<file path="src/rtl/dht11_sched_pkg.sv">
// Shared types for the DHT11 measurement scheduler.
//   state_e : scheduler state encoding (also driven onto o_state for LEDs)
//   fail_e  : cause of the most recent failed measurement try
//   max3, width_of : constant helpers for sizing counters
package dht11_sched_pkg;

    typedef enum logic [2:0] {
        IDLE    = 3'd0,
        HOLD    = 3'd1,
        START   = 3'd2,
        MEASURE = 3'd3
    } state_e;

    typedef enum logic [1:0] {
        FAIL_NONE = 2'd0,
        FAIL_CSUM = 2'd1,
        FAIL_TMO  = 2'd2
    } fail_e;

    // Largest of three values, used to size the shared millisecond counter.
    function automatic int max3(input int a, input int b, input int c);
        int m;
        m = (a > b) ? a : b;
        return (m > c) ? m : c;
    endfunction

    // Bits needed to hold 0..max_val, never less than one.
    function automatic int width_of(input int max_val);
        return (max_val > 1) ? $clog2(max_val + 1) : 1;
    endfunction

endpackage

</file>
<file path="src/rtl/dht11_scheduler_if.sv">
// Scheduler-side signal bundle.
//   master : the scheduler (samples i_* from mode logic and controller, drives o_*)
//   slave  : the surrounding logic (drives i_*, consumes o_*)
// RETRY_W must equal width_of(MAX_RETRY) of the scheduler it is bound to.
interface dht11_scheduler_if #(
    parameter int RETRY_W = 2
);
    logic               i_tick;
    logic               i_enable;
    logic               i_trig;
    logic               o_start;
    logic               i_done;
    logic               i_valid;
    logic [15:0]        i_humid;
    logic [15:0]        i_temp;
    logic [15:0]        o_humid;
    logic [15:0]        o_temp;
    logic               o_update;
    logic               o_err;
    logic [1:0]         o_fail_code;
    logic [RETRY_W-1:0] o_retry;
    logic               o_busy;
    logic [2:0]         o_state;

    modport master (
        input  i_tick, i_enable, i_trig, i_done, i_valid, i_humid, i_temp,
        output o_start, o_humid, o_temp, o_update, o_err, o_fail_code,
               o_retry, o_busy, o_state
    );

    modport slave (
        output i_tick, i_enable, i_trig, i_done, i_valid, i_humid, i_temp,
        input  o_start, o_humid, o_temp, o_update, o_err, o_fail_code,
               o_retry, o_busy, o_state
    );
endinterface

</file>
<file path="src/rtl/dht11_scheduler_ms_timer.sv">
// Millisecond timer: a prescaler counts i_tick pulses and every TICKS_PER_MS
// ticks advances a saturating millisecond counter.
//   clk, rst   : clock, asynchronous active-high reset
//   i_tick     : single-cycle time base pulse
//   i_clr      : synchronous clear of prescaler and ms counter (wins over i_tick)
//   o_ms_cnt   : elapsed milliseconds since the last clear, saturating
module ms_timer #(
    parameter int TICKS_PER_MS = 1000,
    parameter int CNT_W        = 11
) (
    input  logic             clk,
    input  logic             rst,
    input  logic             i_tick,
    input  logic             i_clr,
    output logic [CNT_W-1:0] o_ms_cnt
);
    localparam int               PSC_W    = (TICKS_PER_MS > 1) ? $clog2(TICKS_PER_MS) : 1;
    localparam logic [PSC_W-1:0] PSC_LAST = PSC_W'(TICKS_PER_MS - 1);
    localparam logic [CNT_W-1:0] CNT_MAX  = {CNT_W{1'b1}};

    logic [PSC_W-1:0] psc_r;
    logic [CNT_W-1:0] ms_cnt_r;

    // Prescaler and saturating ms counter; nothing advances without a tick.
    always_ff @(posedge clk or posedge rst) begin
        if (rst) begin
            psc_r    <= {PSC_W{1'b0}};
            ms_cnt_r <= {CNT_W{1'b0}};
        end else if (i_clr) begin
            psc_r    <= {PSC_W{1'b0}};
            ms_cnt_r <= {CNT_W{1'b0}};
        end else if (i_tick) begin
            if (psc_r == PSC_LAST) begin
                psc_r <= {PSC_W{1'b0}};
                if (ms_cnt_r != CNT_MAX) begin
                    ms_cnt_r <= ms_cnt_r + CNT_W'(1'b1);
                end
            end else begin
                psc_r <= psc_r + PSC_W'(1'b1);
            end
        end
    end

    assign o_ms_cnt = ms_cnt_r;

endmodule

</file>
<file path="src/rtl/dht11_scheduler.sv">
// DHT11 measurement scheduler. Issues start pulses to the sensor controller
// periodically or on manual request, enforces the minimum inter-read gap,
// detects timeouts and checksum failures, retries a bounded number of times
// and keeps the last good humidity/temperature.
//   clk, rst : clock, asynchronous active-high reset
//   bus      : dht11_scheduler_if.master (tick, enable, trigger, controller
//              handshake in; start, data, update, error/retry status, busy,
//              state out). All outputs are registered.
module dht11_scheduler
    import dht11_sched_pkg::*;
#(
    parameter int TICKS_PER_MS = 1000,
    parameter int PERIOD_MS    = 2000,
    parameter int MIN_GAP_MS   = 1100,
    parameter int TIMEOUT_MS   = 40,
    parameter int MAX_RETRY    = 3
) (
    input  logic                clk,
    input  logic                rst,
    dht11_scheduler_if.master   bus
);
    localparam int MS_W    = width_of(max3(PERIOD_MS, MIN_GAP_MS, TIMEOUT_MS));
    localparam int RETRY_W = width_of(MAX_RETRY);

    localparam logic [MS_W-1:0]    PERIOD_C  = MS_W'(PERIOD_MS);
    localparam logic [MS_W-1:0]    GAP_C     = MS_W'(MIN_GAP_MS);
    localparam logic [MS_W-1:0]    TMO_C     = MS_W'(TIMEOUT_MS);
    localparam logic [RETRY_W-1:0] RETRY_MAX = RETRY_W'(MAX_RETRY);

    if ((MIN_GAP_MS > PERIOD_MS) || (TIMEOUT_MS >= MIN_GAP_MS)) begin : g_bad_params
        $error("dht11_scheduler: need MIN_GAP_MS <= PERIOD_MS and TIMEOUT_MS < MIN_GAP_MS");
    end

    state_e             state_r;
    logic [MS_W-1:0]    tgt_r;
    logic               pend_r;
    logic [RETRY_W-1:0] retry_r;
    fail_e              fail_code_r;
    logic               err_r;
    logic               start_r;
    logic               update_r;
    logic               busy_r;
    logic [15:0]        humid_r;
    logic [15:0]        temp_r;

    logic [MS_W-1:0]    ms_cnt_s;
    logic               ge_tgt_s;
    logic               ge_gap_s;
    logic               tmo_s;
    logic               hold_go_s;
    logic               leave_s;

    assign ge_tgt_s  = (ms_cnt_s >= tgt_r);
    assign ge_gap_s  = (ms_cnt_s >= GAP_C);
    assign tmo_s     = (ms_cnt_s >= TMO_C);
    // A pending or fresh trigger may only cut the wait short once the gap has elapsed.
    assign hold_go_s = ge_tgt_s || (ge_gap_s && (pend_r || bus.i_trig));

    // Flags the edge on which the FSM changes state, so the timer restarts at
    // zero together with the new state rather than one cycle later.
    always_comb begin
        leave_s = 1'b0;
        case (state_r)
            IDLE:    leave_s = bus.i_enable;
            HOLD:    leave_s = !bus.i_enable || hold_go_s;
            START:   leave_s = 1'b1;
            MEASURE: leave_s = bus.i_done || tmo_s;
            default: leave_s = 1'b1;
        endcase
    end

    ms_timer #(
        .TICKS_PER_MS (TICKS_PER_MS),
        .CNT_W        (MS_W)
    ) u_timer (
        .clk      (clk),
        .rst      (rst),
        .i_tick   (bus.i_tick),
        .i_clr    (leave_s),
        .o_ms_cnt (ms_cnt_s)
    );

    // Scheduler FSM with all status and data outputs registered.
    always_ff @(posedge clk or posedge rst) begin
        if (rst) begin
            state_r     <= IDLE;
            tgt_r       <= {MS_W{1'b0}};
            pend_r      <= 1'b0;
            retry_r     <= {RETRY_W{1'b0}};
            fail_code_r <= FAIL_NONE;
            err_r       <= 1'b0;
            start_r     <= 1'b0;
            update_r    <= 1'b0;
            busy_r      <= 1'b0;
            humid_r     <= 16'h0000;
            temp_r      <= 16'h0000;
        end else begin
            start_r  <= 1'b0;
            update_r <= 1'b0;
            case (state_r)
                IDLE: begin
                    pend_r <= 1'b0;
                    if (bus.i_enable) begin
                        state_r <= HOLD;
                        tgt_r   <= GAP_C;
                    end
                end
                HOLD: begin
                    if (!bus.i_enable) begin
                        state_r <= IDLE;
                        pend_r  <= 1'b0;
                    end else if (hold_go_s) begin
                        state_r <= START;
                        start_r <= 1'b1;
                        busy_r  <= 1'b1;
                        pend_r  <= 1'b0;
                    end else if (bus.i_trig) begin
                        pend_r  <= 1'b1;
                    end
                end
                START: begin
                    state_r <= MEASURE;
                end
                MEASURE: begin
                    // i_done has priority over a coincident timeout.
                    if (bus.i_done || tmo_s) begin
                        // A dropped enable lets the transaction finish, then parks in IDLE.
                        state_r <= bus.i_enable ? HOLD : IDLE;
                        busy_r  <= 1'b0;
                        if (bus.i_done && bus.i_valid) begin
                            humid_r     <= bus.i_humid;
                            temp_r      <= bus.i_temp;
                            update_r    <= 1'b1;
                            err_r       <= 1'b0;
                            fail_code_r <= FAIL_NONE;
                            retry_r     <= {RETRY_W{1'b0}};
                            tgt_r       <= PERIOD_C;
                        end else begin
                            fail_code_r <= bus.i_done ? FAIL_CSUM : FAIL_TMO;
                            if (retry_r < RETRY_MAX) begin
                                retry_r <= retry_r + RETRY_W'(1'b1);
                                tgt_r   <= GAP_C;
                            end else begin
                                err_r   <= 1'b1;
                                retry_r <= {RETRY_W{1'b0}};
                                tgt_r   <= PERIOD_C;
                            end
                        end
                    end
                end
                default: begin
                    state_r <= IDLE;
                    busy_r  <= 1'b0;
                    pend_r  <= 1'b0;
                end
            endcase
        end
    end

    assign bus.o_start     = start_r;
    assign bus.o_update    = update_r;
    assign bus.o_humid     = humid_r;
    assign bus.o_temp      = temp_r;
    assign bus.o_err       = err_r;
    assign bus.o_fail_code = fail_code_r;
    assign bus.o_retry     = retry_r;
    assign bus.o_busy      = busy_r;
    assign bus.o_state     = state_r;

endmodule

</file>
<file path="src/flat_wrapper.sv">
// flat-port wrapper written by rule: the top's interface ports become plain ports
module dht11_scheduler_flat import dht11_sched_pkg::*;
#(
    parameter int TICKS_PER_MS = 1000,
    parameter int PERIOD_MS    = 2000,
    parameter int MIN_GAP_MS   = 1100,
    parameter int TIMEOUT_MS   = 40,
    parameter int MAX_RETRY    = 3
)
  (clk, rst, bus_i_tick, bus_i_enable, bus_i_trig, bus_i_done, bus_i_valid, bus_i_humid, bus_i_temp, bus_o_start, bus_o_humid, bus_o_temp, bus_o_update, bus_o_err, bus_o_fail_code, bus_o_retry, bus_o_busy, bus_o_state);
  dht11_scheduler_if #(.RETRY_W(2)) bus_i ();
  input  logic clk;
  input  logic rst;
  input wire logic [$bits(bus_i.i_tick)-1:0] bus_i_tick;
  input wire logic [$bits(bus_i.i_enable)-1:0] bus_i_enable;
  input wire logic [$bits(bus_i.i_trig)-1:0] bus_i_trig;
  input wire logic [$bits(bus_i.i_done)-1:0] bus_i_done;
  input wire logic [$bits(bus_i.i_valid)-1:0] bus_i_valid;
  input wire logic [$bits(bus_i.i_humid)-1:0] bus_i_humid;
  input wire logic [$bits(bus_i.i_temp)-1:0] bus_i_temp;
  output wire logic [$bits(bus_i.o_start)-1:0] bus_o_start;
  output wire logic [$bits(bus_i.o_humid)-1:0] bus_o_humid;
  output wire logic [$bits(bus_i.o_temp)-1:0] bus_o_temp;
  output wire logic [$bits(bus_i.o_update)-1:0] bus_o_update;
  output wire logic [$bits(bus_i.o_err)-1:0] bus_o_err;
  output wire logic [$bits(bus_i.o_fail_code)-1:0] bus_o_fail_code;
  output wire logic [$bits(bus_i.o_retry)-1:0] bus_o_retry;
  output wire logic [$bits(bus_i.o_busy)-1:0] bus_o_busy;
  output wire logic [$bits(bus_i.o_state)-1:0] bus_o_state;
  assign bus_i.i_tick = bus_i_tick;
  assign bus_i.i_enable = bus_i_enable;
  assign bus_i.i_trig = bus_i_trig;
  assign bus_i.i_done = bus_i_done;
  assign bus_i.i_valid = bus_i_valid;
  assign bus_i.i_humid = bus_i_humid;
  assign bus_i.i_temp = bus_i_temp;
  assign bus_o_start = bus_i.o_start;
  assign bus_o_humid = bus_i.o_humid;
  assign bus_o_temp = bus_i.o_temp;
  assign bus_o_update = bus_i.o_update;
  assign bus_o_err = bus_i.o_err;
  assign bus_o_fail_code = bus_i.o_fail_code;
  assign bus_o_retry = bus_i.o_retry;
  assign bus_o_busy = bus_i.o_busy;
  assign bus_o_state = bus_i.o_state;
  dht11_scheduler #(.TICKS_PER_MS(TICKS_PER_MS), .PERIOD_MS(PERIOD_MS), .MIN_GAP_MS(MIN_GAP_MS), .TIMEOUT_MS(TIMEOUT_MS), .MAX_RETRY(MAX_RETRY)) u_core (.clk(clk), .rst(rst), .bus(bus_i));
endmodule
</file>
<file path="config.mk">
export PLATFORM = sky130hd
export DESIGN_NAME = dht11_scheduler_flat
export DESIGN_NICKNAME = d
export VERILOG_FILES = /design/src/rtl/dht11_sched_pkg.sv /design/src/rtl/dht11_scheduler_if.sv /design/src/rtl/dht11_scheduler_ms_timer.sv /design/src/rtl/dht11_scheduler.sv /design/src/flat_wrapper.sv
export SDC_FILE = /design/constraint.sdc
export NUM_CORES = 1
export LEC_CHECK = 0
export ABC_CLOCK_PERIOD_IN_PS = 1900
export CORE_ASPECT_RATIO = 1.25
export CORE_MARGIN = 2
export CORE_UTILIZATION = 44
export DETAILED_ROUTE_END_ITERATION = 6
export GPL_TIMING_DRIVEN = 1
export HOLD_SLACK_MARGIN = 0.02
export PLACE_DENSITY = 0.73
export SLEW_MARGIN = 25
export SYNTH_ARGS = -nofsm -noshare
export SYNTH_HDL_FRONTEND = slang
export SYNTH_SLANG_ARGS = --single-unit
</file>
<file path="constraint.sdc">
create_clock -name clk -period 1.9 [get_ports clk]
set_input_delay 0.19 -clock clk [delete_from_list [all_inputs] [get_ports clk]]
set_output_delay 0.19 -clock clk [all_outputs]
set_load 0.05 [all_outputs]
</file>
==> summary.md <==
| Metric | Value |
|---|---|
| Vias in the first global route | 2955 |
| Post-synthesis mux area share | 0.650% |
| Non-filler cells, final | 555 |
| Fin crit period | 1.98 ns |
| First-pass GRT wire length | 13600 um |
| Hold/Removal Path Class | primary input to async pin |
| Gr ovfl total | 0 |
| Synth cell types | 44 |
| Filler cells | 566 |
| CP Class | flop to flop |
| Placed insts | 533 |
| Synth Area in XOR/XNOR | 4.55% |
| Layout cells sized above 1 | 21.4% |
| Largest family of logic cells by synthesized area | simple AND/OR/NAND/NOR gates |
| Total design power | 3.12 mW |
| Cell family with most CP delay | simple AND/OR/NAND/NOR gates |
| Register area share after synthesis | 51.2% |
| Detailed Route WL | 8380 um |
| Clock Pin Slew Worst Setup and Hold Paths | 0.07 ns |
| Drt drc | 0 |
| Core Box Area | 7310 um^2 |
| Share of the synthesized area in the top cell type | 51.2% |
| Synth Instances | 346 |
| Fmax | 0.504 GHz |
| Clk buf depth | 2 |
| Pin count of the biggest net entering global routing | 68 |
| DR vias | 2819 |
| Cts hold-fix bufs | 0 |
| Post-synth EDFFs | 0 |
| RSZ-0062 raised after global routing | true |
| Synth Cell Area | 3270 um^2 |
| Hold Fails Final Rpt | 0 |
| Mapped Avg Cell Area | 9.46 um^2 |
| Initial antenna violation count | 0 |
| Setup Skew | 0.00949 ns |
| Synth Area in Compound Gates | 11.2% |
| Most frequent cells in the layout | 121 x nand2_1, 78 x clkdlybuf4s50_1, 67 x dfrtp_1 |
| Post-synth top area cell | dfrtp_1 |
| Buf+Inv Stages, Crit Path | 1 |
| Starting Density | 44.8% |
| Status | finished with violations |
| Clock Tree Root | clkbuf_8 |
| P&R area growth vs syn | 47.7% |
| Gr usage total | 21.7% |
| Max VDD drop | 0.484 mV |
| GP Congestion | 0.830 |
| Post-Synth Simple-Gate Area | 23.8% |
| Max-cap violations | 0 |
| Crit-path max cell delay | 0.49 ns |
| Clock sink count | 67 |
| Post-Synth Adder-Cell Area | 4.59% |
| Die span in x | 81.1 um |
| Die area | 8150 um^2 |
| Ys Warns | 0 |
| Setup crit start kind | flop |
| Max_slew headroom | 64.8% |
| Peak fanout along the critical path | 6 |
| Pins Over Slew Limit | 0 |
| First-pass DRT Iterations | 4 |
| Asr flop ratio synth | 100% |
| Avg Vias per Cell | 5.08 |
| Port bufs | 80 |
| Cell at the slowest stage of the critical path | or3_4 |
| TritonCTS Buffers | 9 |
| WL per Instance | 15.1 um |
| # setup viols final | 12 |
| CP Capture Type | flop |
| Req. time, crit path | 2.17 ns |
| Post-synthesis net count | 397 |
| Die height | 100 um |
| Initial drt markers | 143 |
| Top post-synthesis cells by area | dfrtp_1 51%, nand2_1 14%, a21oi_2 5.4% |
| Most common cell after layout, fill and taps aside | nand2_1 |
| I/O pin count | 82 |
| Final WS setup | -0.0833 ns |
| Actual slew at the worst max-slew pin | 0.527 ns |
| Register bit total from synthesis | 67 |
| Post-DP HPWL | 5450 um |
| Pwr dens | 646 nW/um^2 |
| DRT antenna net count | 0 |
| Critical path, cell by cell | buf_4, nor3_4, a21boi_4, o211ai_4, or3_4, a21oi_2 |
| Antenna cells | 0 |
| Final net count | 510 |
| Post-synth top flop | dfrtp_1 |
| H-tree level count | 3 |
| Latest clock arrival within the worst-skew pair | 0.34 ns |
| Tcrit/Tclk final | 104% |
| CTS tree | done |
| Failing checks | negative setup slack |
| Leak | 2.21 nW |
| Rows | 35 |
| CP arrival | 2.25 ns |
| R2R setup slack | -0.08 ns |
worst register-to-register path, delay by kind of cell, from the launching register on:
| family | cells | cell delay, ns |
|---|---|---|
| flops | 1 | 0.45 |
| compound gates | 3 | 0.55 |
| buf+inv | 1 | 0.19 |
| simple gates | 2 | 0.70 |
synthesized netlist by cell type, types with 3 or more instances:
master	count
buf_2	3
o21ai_0	5
a21oi_1	5
nand2_1	121
and4_1	5
ha_1	12
nand4_1	7
and3_1	3
o21ai_1	6
xor2_1	9
nor3_1	9
xnor2_1	8
a21oi_2	20
dfrtp_1	67
inv_1	11
nand3_1	8
a31oi_1	4
clkbuf_1	6
nor2_1	6
sequential cells by signal, indices dropped and copies added, names as in the netlist:
signal and cells:
u_core.u_timer.o_ms_cnt 11, u_core.bus.o_update 1, u_core.bus.o_busy 1, u_core.bus.o_retry 2, u_core.tgt_r 3, u_core.u_timer.psc_r 10
u_core.pend_r 1, u_core.bus.o_state 2, u_core.bus.o_temp 16, u_core.bus.o_fail_code 2, u_core.bus.o_err 1, u_core.bus.o_start 1
u_core.bus.o_humid 16
timing repair:
action                                  in CTS  in global routing
hold endpoints to repair                     0                  0
endpoints found under the setup margin      22                 26
setup buffers                                2                  2
cloned                                       2                  1
resized for setup                           11                 17
pin swaps                                    7                 11
through the flow:
step | instance area, um^2 | setup TNS [ns] | worst slack (ns) | utilization [%] | hold slack [ns]
finish | 4830 | -0.650 | -0.0833 | 66.1 | 0.228
global route | 4830 | -2.07 | -0.143 | 66.1 | 0.291
CTS | 4720 | -0.0422 | -0.0422 | 64.5 | 0.257
detailed placement | 4360 | -2.70 | -0.153 | 59.6 | 0.459
global placement | 4360 | -1.11 | -0.0658 | 59.6 | 0.457
floorplan | 3280 | 0 | 0.000296 | - | 0.285
logic make-up after synthesis:
logic type	count (synthesis)
simple gates	173
buf+inv	25
fa+ha+maj	12
other cells	1
compound gates	49
flops	67
mux	2
xor+xnor	17
cell type report:
type | instances | area (um^2) | share of cell area, %
flip-flops and latches | 67 | 1680 | 34.7
multi-input cells | 257 | 1670 | 34.6
repair buffers | 113 | 1080 | 22.3
clock buffers | 11 | 151 | 3.13
well taps | 92 | 115 | 2.38
clock inverters | 4 | 97.6 | 2.02
inverters | 11 | 43.8 | 0.906
power by group:
part | internal, mW | switching, mW
Combinational | 0.106 | 0.101
Sequential | 1.43 | 0.00742
Clock | 0.936 | 0.541
Total | 2.48 | 0.650
final timing paths:
kind                                                              from                                  end  depth (start not counted)
worst max-delay path            u_core.u_timer.o_ms_cnt[7]$_DFFE_PP0P_  u_core.u_timer.psc_r[7]$_DFFE_PP0P_                          6
worst min-delay path                                               rst     u_core.bus.o_temp[6]$_DFFE_PP0P_                          3
worst max register to register  u_core.u_timer.o_ms_cnt[7]$_DFFE_PP0P_  u_core.u_timer.psc_r[7]$_DFFE_PP0P_                          6
worst min register to register        u_core.bus.o_temp[3]$_DFFE_PP0P_     u_core.bus.o_temp[3]$_DFFE_PP0P_                          2
max in group asynchronous                                          rst  u_core.u_timer.psc_r[8]$_DFFE_PP0P_                          3
min in group clk                                         bus_i_temp[1]     u_core.bus.o_temp[1]$_DFFE_PP0P_                          3
routing by layer:
layer / part of all wire (%) / vias up / global-route usage (%)
met4: 3.3 / 0 / 11.9
met3: 6.9 / 18 / 6.83
li1: - / 1380 / -
met2: 49 / 84 / 34.3
met1: 40 / 1337 / 26.1
met5: 0 / - / 0
Power figures use the tool's default switching activity.
